===== config.mk =====
export PLATFORM = sky130hd
export DESIGN_NAME = fetch_unit_flat
export DESIGN_NICKNAME = d
export VERILOG_FILES = /design/src/rtl/fetch_unit_pkg.sv /design/src/rtl/fetch_unit_if.sv /design/src/rtl/fetch_timeout_ctr.sv /design/src/rtl/fetch_unit.sv /design/src/flat_wrapper.sv
export SDC_FILE = /design/constraint.sdc
export NUM_CORES = 1
export LEC_CHECK = 0
export BUFFER_PORTS_ARGS = -buffer_cell sky130_fd_sc_hd__clkbuf_2
export CAP_MARGIN = 0
export CORE_UTILIZATION = 43
export CTS_CLUSTER_DIAMETER = 150
export DETAILED_ROUTE_END_ITERATION = 8
export PLACE_DENSITY_LB_ADDON = 0.12
export SKIP_CTS_REPAIR_TIMING = 1
export SLEW_MARGIN = 30
export SYNTH_ARGS = -nofsm -noshare
export SYNTH_HDL_FRONTEND = slang
export SYNTH_SLANG_ARGS = --single-unit

===== constraint.sdc =====
create_clock -name clk -period 4.1 [get_ports clk]
set_input_delay 1.23 -clock clk [delete_from_list [all_inputs] [get_ports clk]]
set_output_delay 1.23 -clock clk [all_outputs]
set_load 0.005 [all_outputs]

===== src/rtl/fetch_unit_pkg.sv =====
// Shared definitions for the instruction fetch sequencer: word width,
// state encoding and the state enum built on that encoding.
package fetch_unit_pkg;

    // Instruction/address word width, common with the PC and instruction memory
    localparam int WORD_W = 16;

    typedef logic [WORD_W-1:0] word_t;

    // State encoding
    localparam logic [1:0] REQ  = 2'd0;
    localparam logic [1:0] HOLD = 2'd1;
    localparam logic [1:0] HALT = 2'd2;

    typedef enum logic [1:0] {
        S_REQ  = REQ,
        S_HOLD = HOLD,
        S_HALT = HALT
    } fetch_state_e;

endpackage


===== src/rtl/fetch_unit_if.sv =====
// Instruction memory read bus: request/address out, acknowledge/data back.
// The fetch unit is the master; the instruction memory is the slave.
interface fetch_unit_if;
    import fetch_unit_pkg::*;

    logic  mem_req;
    word_t mem_addr;
    logic  mem_ack;
    word_t mem_rdata;

    modport master (
        output mem_req,
        output mem_addr,
        input  mem_ack,
        input  mem_rdata
    );

    modport slave (
        input  mem_req,
        input  mem_addr,
        output mem_ack,
        output mem_rdata
    );

endinterface


===== src/rtl/fetch_timeout_ctr.sv =====
// Wait-cycle counter for the memory acknowledge: clear has priority over
// increment, and hit flags that the count equals LIMIT.
module fetch_timeout_ctr #(
    parameter logic [7:0] LIMIT = 8'd14
) (
    input  logic clk,
    input  logic rst,
    input  logic clr,
    input  logic inc,
    output logic hit
);

    logic [7:0] count_r;

    // Count unacknowledged request cycles
    always_ff @(posedge clk) begin
        if (!rst) begin
            count_r <= 8'd0;
        end else if (clr) begin
            count_r <= 8'd0;
        end else if (inc) begin
            count_r <= count_r + 8'd1;
        end else begin
            count_r <= count_r;
        end
    end

    assign hit = (count_r == LIMIT);

endmodule


===== src/rtl/fetch_unit.sv =====
// Instruction fetch sequencer: requests the word at the current PC, latches
// it into a one-entry instruction register, hands it to decode, and drives
// the PC increment/load controls including jump redirects. A wait counter
// halts fetching with a sticky error if memory never acknowledges.
module fetch_unit
    import fetch_unit_pkg::*;
#(
    parameter int ACK_TIMEOUT = 15
) (
    input  logic                clk,
    input  logic                rst,
    input  word_t               pc_in,
    output logic                pc_inc,
    output logic                pc_write,
    output word_t               pc_load_val,
    fetch_unit_if.master        mem,
    output logic                ir_valid,
    input  logic                ir_ready,
    output word_t               ir_out,
    input  logic                jmp_valid,
    input  word_t               jmp_addr,
    input  logic                hlt,
    output logic                halted,
    output logic                fetch_err
);

    // The counter holds the number of unacked cycles already spent, so the
    // current cycle is the ACK_TIMEOUT-th one when it equals ACK_TIMEOUT-1.
    localparam logic [7:0] LAST_WAIT = 8'(ACK_TIMEOUT - 1);

    fetch_state_e state_r;
    fetch_state_e state_nxt_s;
    word_t        ir_out_r;
    logic         ir_valid_r;
    logic         halted_r;
    logic         fetch_err_r;
    logic         hlt_pend_r;

    logic         req_s;
    logic         inc_s;
    logic         write_s;
    word_t        load_val_s;
    logic         capture_s;
    logic         timeout_s;
    logic         xfer_s;
    logic         ctr_clr_s;
    logic         ctr_inc_s;
    logic         ctr_hit_s;

    fetch_timeout_ctr #(
        .LIMIT (LAST_WAIT)
    ) u_timeout_ctr (
        .clk (clk),
        .rst (rst),
        .clr (ctr_clr_s),
        .inc (ctr_inc_s),
        .hit (ctr_hit_s)
    );

    // The instruction register only holds a word while in HOLD
    assign xfer_s = ir_valid_r && ir_ready;

    // Next-state and combinational bus/PC controls; jumps take priority over everything
    always_comb begin
        state_nxt_s = state_r;
        req_s       = 1'b0;
        inc_s       = 1'b0;
        write_s     = 1'b0;
        load_val_s  = 16'h0000;
        capture_s   = 1'b0;
        timeout_s   = 1'b0;
        ctr_clr_s   = 1'b1;
        ctr_inc_s   = 1'b0;
        case (state_r)
            S_REQ: begin
                req_s = 1'b1;
                if (jmp_valid) begin
                    // Any same-cycle ack is dropped; a fresh request starts at the target
                    write_s     = 1'b1;
                    load_val_s  = jmp_addr;
                    state_nxt_s = S_REQ;
                end else if (mem.mem_ack) begin
                    capture_s   = 1'b1;
                    inc_s       = 1'b1;
                    state_nxt_s = S_HOLD;
                end else if (ctr_hit_s) begin
                    timeout_s   = 1'b1;
                    state_nxt_s = S_HALT;
                end else begin
                    ctr_clr_s   = 1'b0;
                    ctr_inc_s   = 1'b1;
                    state_nxt_s = S_REQ;
                end
            end
            S_HOLD: begin
                if (jmp_valid) begin
                    write_s     = 1'b1;
                    load_val_s  = jmp_addr;
                    state_nxt_s = S_REQ;
                end else if (xfer_s) begin
                    if (hlt || hlt_pend_r) begin
                        state_nxt_s = S_HALT;
                    end else begin
                        state_nxt_s = S_REQ;
                    end
                end else begin
                    state_nxt_s = S_HOLD;
                end
            end
            S_HALT: begin
                state_nxt_s = S_HALT;
            end
            default: begin
                state_nxt_s = S_HALT;
            end
        endcase
        // Keep the bus and PC quiet while reset is held
        if (!rst) begin
            req_s      = 1'b0;
            inc_s      = 1'b0;
            write_s    = 1'b0;
            load_val_s = 16'h0000;
        end else begin
            load_val_s = load_val_s;
        end
    end

    // State, instruction register and status flags
    always_ff @(posedge clk) begin
        if (!rst) begin
            state_r     <= S_REQ;
            ir_out_r    <= 16'h0000;
            ir_valid_r  <= 1'b0;
            halted_r    <= 1'b0;
            fetch_err_r <= 1'b0;
            hlt_pend_r  <= 1'b0;
        end else begin
            state_r     <= state_nxt_s;
            ir_valid_r  <= (state_nxt_s == S_HOLD);
            halted_r    <= (state_nxt_s == S_HALT);
            fetch_err_r <= fetch_err_r | timeout_s;
            hlt_pend_r  <= hlt_pend_r | (hlt && (state_r != S_HALT));
            if (capture_s) begin
                ir_out_r <= mem.mem_rdata;
            end else begin
                ir_out_r <= ir_out_r;
            end
        end
    end

    assign mem.mem_req  = req_s;
    assign mem.mem_addr = req_s ? pc_in : 16'h0000;
    assign pc_inc       = inc_s;
    assign pc_write     = write_s;
    assign pc_load_val  = load_val_s;
    assign ir_valid     = ir_valid_r;
    assign ir_out       = ir_out_r;
    assign halted       = halted_r;
    assign fetch_err    = fetch_err_r;

endmodule


===== src/flat_wrapper.sv =====
// flat-port wrapper written by rule: the top's interface ports become plain ports
module fetch_unit_flat import fetch_unit_pkg::*;
#(
    parameter int ACK_TIMEOUT = 15
)
  (clk, rst, pc_in, pc_inc, pc_write, pc_load_val, ir_valid, ir_ready, ir_out, jmp_valid, jmp_addr, hlt, halted, fetch_err, mem_mem_req, mem_mem_addr, mem_mem_ack, mem_mem_rdata);
  fetch_unit_if mem_i ();
  input  logic clk;
  input  logic rst;
  input  word_t pc_in;
  output logic pc_inc;
  output logic pc_write;
  output word_t pc_load_val;
  output logic ir_valid;
  input  logic ir_ready;
  output word_t ir_out;
  input  logic jmp_valid;
  input  word_t jmp_addr;
  input  logic hlt;
  output logic halted;
  output logic fetch_err;
  output wire logic [$bits(mem_i.mem_req)-1:0] mem_mem_req;
  output wire logic [$bits(mem_i.mem_addr)-1:0] mem_mem_addr;
  input wire logic [$bits(mem_i.mem_ack)-1:0] mem_mem_ack;
  input wire logic [$bits(mem_i.mem_rdata)-1:0] mem_mem_rdata;
  assign mem_mem_req = mem_i.mem_req;
  assign mem_mem_addr = mem_i.mem_addr;
  assign mem_i.mem_ack = mem_mem_ack;
  assign mem_i.mem_rdata = mem_mem_rdata;
  fetch_unit #(.ACK_TIMEOUT(ACK_TIMEOUT)) u_core (.clk(clk), .rst(rst), .pc_in(pc_in), .pc_inc(pc_inc), .pc_write(pc_write), .pc_load_val(pc_load_val), .mem(mem_i), .ir_valid(ir_valid), .ir_ready(ir_ready), .ir_out(ir_out), .jmp_valid(jmp_valid), .jmp_addr(jmp_addr), .hlt(hlt), .halted(halted), .fetch_err(fetch_err));
endmodule

==> results.py <==
metrics = {
    "route": {
        "first_iter_violations": 55,
        "num_vias": 1493,
        "drtAntennaViolNets": 0,
        "drc": 0,
        "totalWireLength_um": 3360,
        "drtPass1Iterations": 4,
        "via_per_inst": 4.59,
        "wire_per_inst_um": 10.3,
    },
    "placement": {
        "placed_cells": 317,
        "io_buffers": 107,
        "place_ws_ps": 607,
        "dp_hpwl_um": 2620,
        "gp_congestion": 0.779,
    },
    "synth": {
        "yosysTopAreaCell": "dfxtp_1",
        "yosysSeqAreaShare_pct": 40.3,
        "syn_area_um2": 1490,
        "synth_top_area_share_pct": 40.3,
        "ys_ff_latch": 30,
        "yosysUniqueCellTypes": 36,
        "ys_top_cells_by_area": "dfxtp_1 (40%), and2_1 (14%), nand2_1 (8.6%)",
        "avgSynthCellArea_um2": 8.52,
        "synth_flop_cell": "dfxtp_1",
        "postSynth.asyncResetShare_pct": 0,
        "netlist_instances": 175,
        "syn-num-nets": 231,
        "synth-edff-count": 0,
        "yosys_warnings": 0,
    },
    "die": {
        "ios": 108,
        "start_util_pct": 44.7,
        "die_h_um": 60.9,
        "die_area_um2": 3710,
        "num_rows": 21,
        "fp.dieW_um": 60.9,
        "coreArea_um2": 3340,
    },
    "critical_path": {
        "crit_family": "simple AND/OR/NAND/NOR gates",
        "worst_path_most_repeated_cell": "clkbuf_2",
        "crit_type": "input pin to primary output",
        "worstPathCellList": "clkbuf_2, nor3b_4, and3b_1, clkbuf_2",
        "cpMaxStageDelayCell": "nor3b_4",
        "ff2ff_path_depth": 3,
        "crit_path_max_incr_delay_ps": 510,
        "timing.rr.start": "u_core.state_r[1]",
        "cp.buffers_inverters": 2,
        "rrSetupSlack_ps": 2440,
        "start_kind": "input pin",
        "cp.depth": 4,
        "critical_path_arrival_ps": 2270,
        "critPathMaxFanout": 19,
        "r2r_end": "u_core.u_timeout_ctr.count_r[7]",
        "endpoint_kind": "primary output",
        "worstPathRequired_ps": 2870,
    },
    "grt": {
        "antenna_found_initial": 0,
        "grt_pass1_vias": 1153,
        "overflow": 0,
        "grt_pass1_wl_um": 4850,
        "grt_max_degree": 20,
        "grt_usage_pct": 18.0,
    },
    "clock_tree": {
        "numCtsBuffers": 5,
        "clock_sinks": 30,
        "clk_latency_ps": 330,
        "cts_root_buf": "clkbuf_4",
        "path_clk_slew_ps": 100,
        "clockBufferDepth": 2,
        "cts_tree": "yes",
        "h-tree-depth": 2,
    },
    "timing": {
        "fin_ws_ps": 604,
        "slew_viol_final": 0,
        "setup_tns_ps": 0,
        "max_slew_margin_pct": 46.3,
        "max_freq_mhz": 286,
        "final.period_utilization_pct": 85.3,
        "tightest_slew_ps": 802,
        "fin_skew_ps": 7.44,
        "post-route-min-period_ps": 3500,
        "hold_violations": 0,
        "setup_violations": 0,
        "rsz0062_at_grt": "no",
    },
    "hold_path": {
        "min_path_cells": 2,
        "worstHoldEndpoint": "u_core.ir_out[13]",
        "min_path_type": "register to register",
        "min_from": "u_core.ir_out[13]",
    },
    "run_status": {
        "status": "complete, no violations",
    },
    "finish": {
        "final_cells": 325,
        "nNetsFinal": 334,
        "layout_common_cells": "clkbuf_2 (107), nand2_1 (34), and2_1 (33)",
        "drive_gt1_share_pct": 42.7,
        "layout_commonest_cell": "clkbuf_2",
        "num_antenna_cells": 0,
        "syn_to_final_growth_pct": 39.6,
    },
    "run": {
        "drv_cap": 0,
    },
    "power": {
        "irDropWorstVdd_uv": 133,
        "power_density_nw_per_um2": 281,
        "leakagePower_uw": 0.00101,
    },
}
## how the worst max path moves through the flow
stage / from / to / slack, ps
floorplan: jmp_valid / pc_load_val[10] / 820
global placement: rst / pc_inc / 620
detailed placement: rst / pc_inc / 610
CTS: rst / pc_inc / 600
global route: rst / mem_mem_addr[2] / 520
finish: rst / pc_inc / 600
## routing by layer
metal,global-route usage [%],up-vias,part of all wire [%]
met5,0,-,0
met4,8.44,0,1.9
met3,7.04,7,3.7
met2,31.1,30,53
met1,19.2,663,41
li1,-,793,-
## worst min-delay path: cells and delay by family, from the launching register on
family | cells | cell delay (ps)
DFF | 1 | 320
AOI/OAI and AO/OA | 1 | 50
and+or+nand+nor | 1 | 50
## cell families (layout without fill, tap and decap cells)
kind of cell | after synthesis | in the layout | synth area share, %
simple gates | 98 | 98 | 37.8
xor+xnor | 2 | 2 | 1.18
buf+inv | 14 | 118 | 5.46
flops | 30 | 30 | 40.3
compound gates | 29 | 29 | 13.6
fa+ha+maj | 2 | 2 | 1.68
## sequential cells by signal, indices dropped and copies added, names as in the netlist
name                          cells
u_core.ir_out                    16
u_core.u_timeout_ctr.count_r      8
u_core.state_r                    2
u_core.fetch_err                  1
u_core.halted                     1
u_core.hlt_pend_r                 1
u_core.ir_valid                   1
## layout make-up
| type | instances | area [µm²] |
|---|---|---|
| multi-input combinational | 131 | 808 |
| clock buffer | 6 | 51.3 |
| timing repair buffer | 108 | 543 |
| fill | 345 | 1260 |
| clock inverter | 2 | 12.5 |
| tap | 46 | 57.6 |
| inverter | 2 | 7.51 |
| sequential | 30 | 601 |
## Yosys cell counts (all sizes together), types with 2 or more instances
| master | n |
|---|---|
| nand2 | 34 |
| and2 | 33 |
| dfxtp | 30 |
| a21boi | 16 |
| buf | 6 |
| clkbuf | 6 |
| nand3 | 5 |
| nor3 | 4 |
| o21ai | 4 |
| a21oi | 3 |
| nor2 | 3 |
| nor4b | 3 |
| or3 | 3 |
| a211oi | 2 |
| and3b | 2 |
| ha | 2 |
| inv | 2 |
| nor4 | 2 |
| o31a | 2 |
## stage by stage
stage	total power, µW	utilization [%]	instance area (µm²)	hold WS (ps)
6_report	584	62.4	2080	459
3_5_place_dp	409	60.4	2020	447
5_1_grt	622	62.4	2080	478
2_1_floorplan	360	-	1490	451
4_1_cts	594	62.4	2080	461
3_3_place_gp	408	60.4	2020	443
## report_power, final
part           internal, µW  switching, µW  total [µW]  leakage (µW)
Sequential              301           6.61         307      0.000244
Clock                  82.3            101         183     0.0000343
Combinational          53.1           40.2        93.3      0.000729
Total                   436            148         584       0.00101
(Power assumes the default switching activity.)
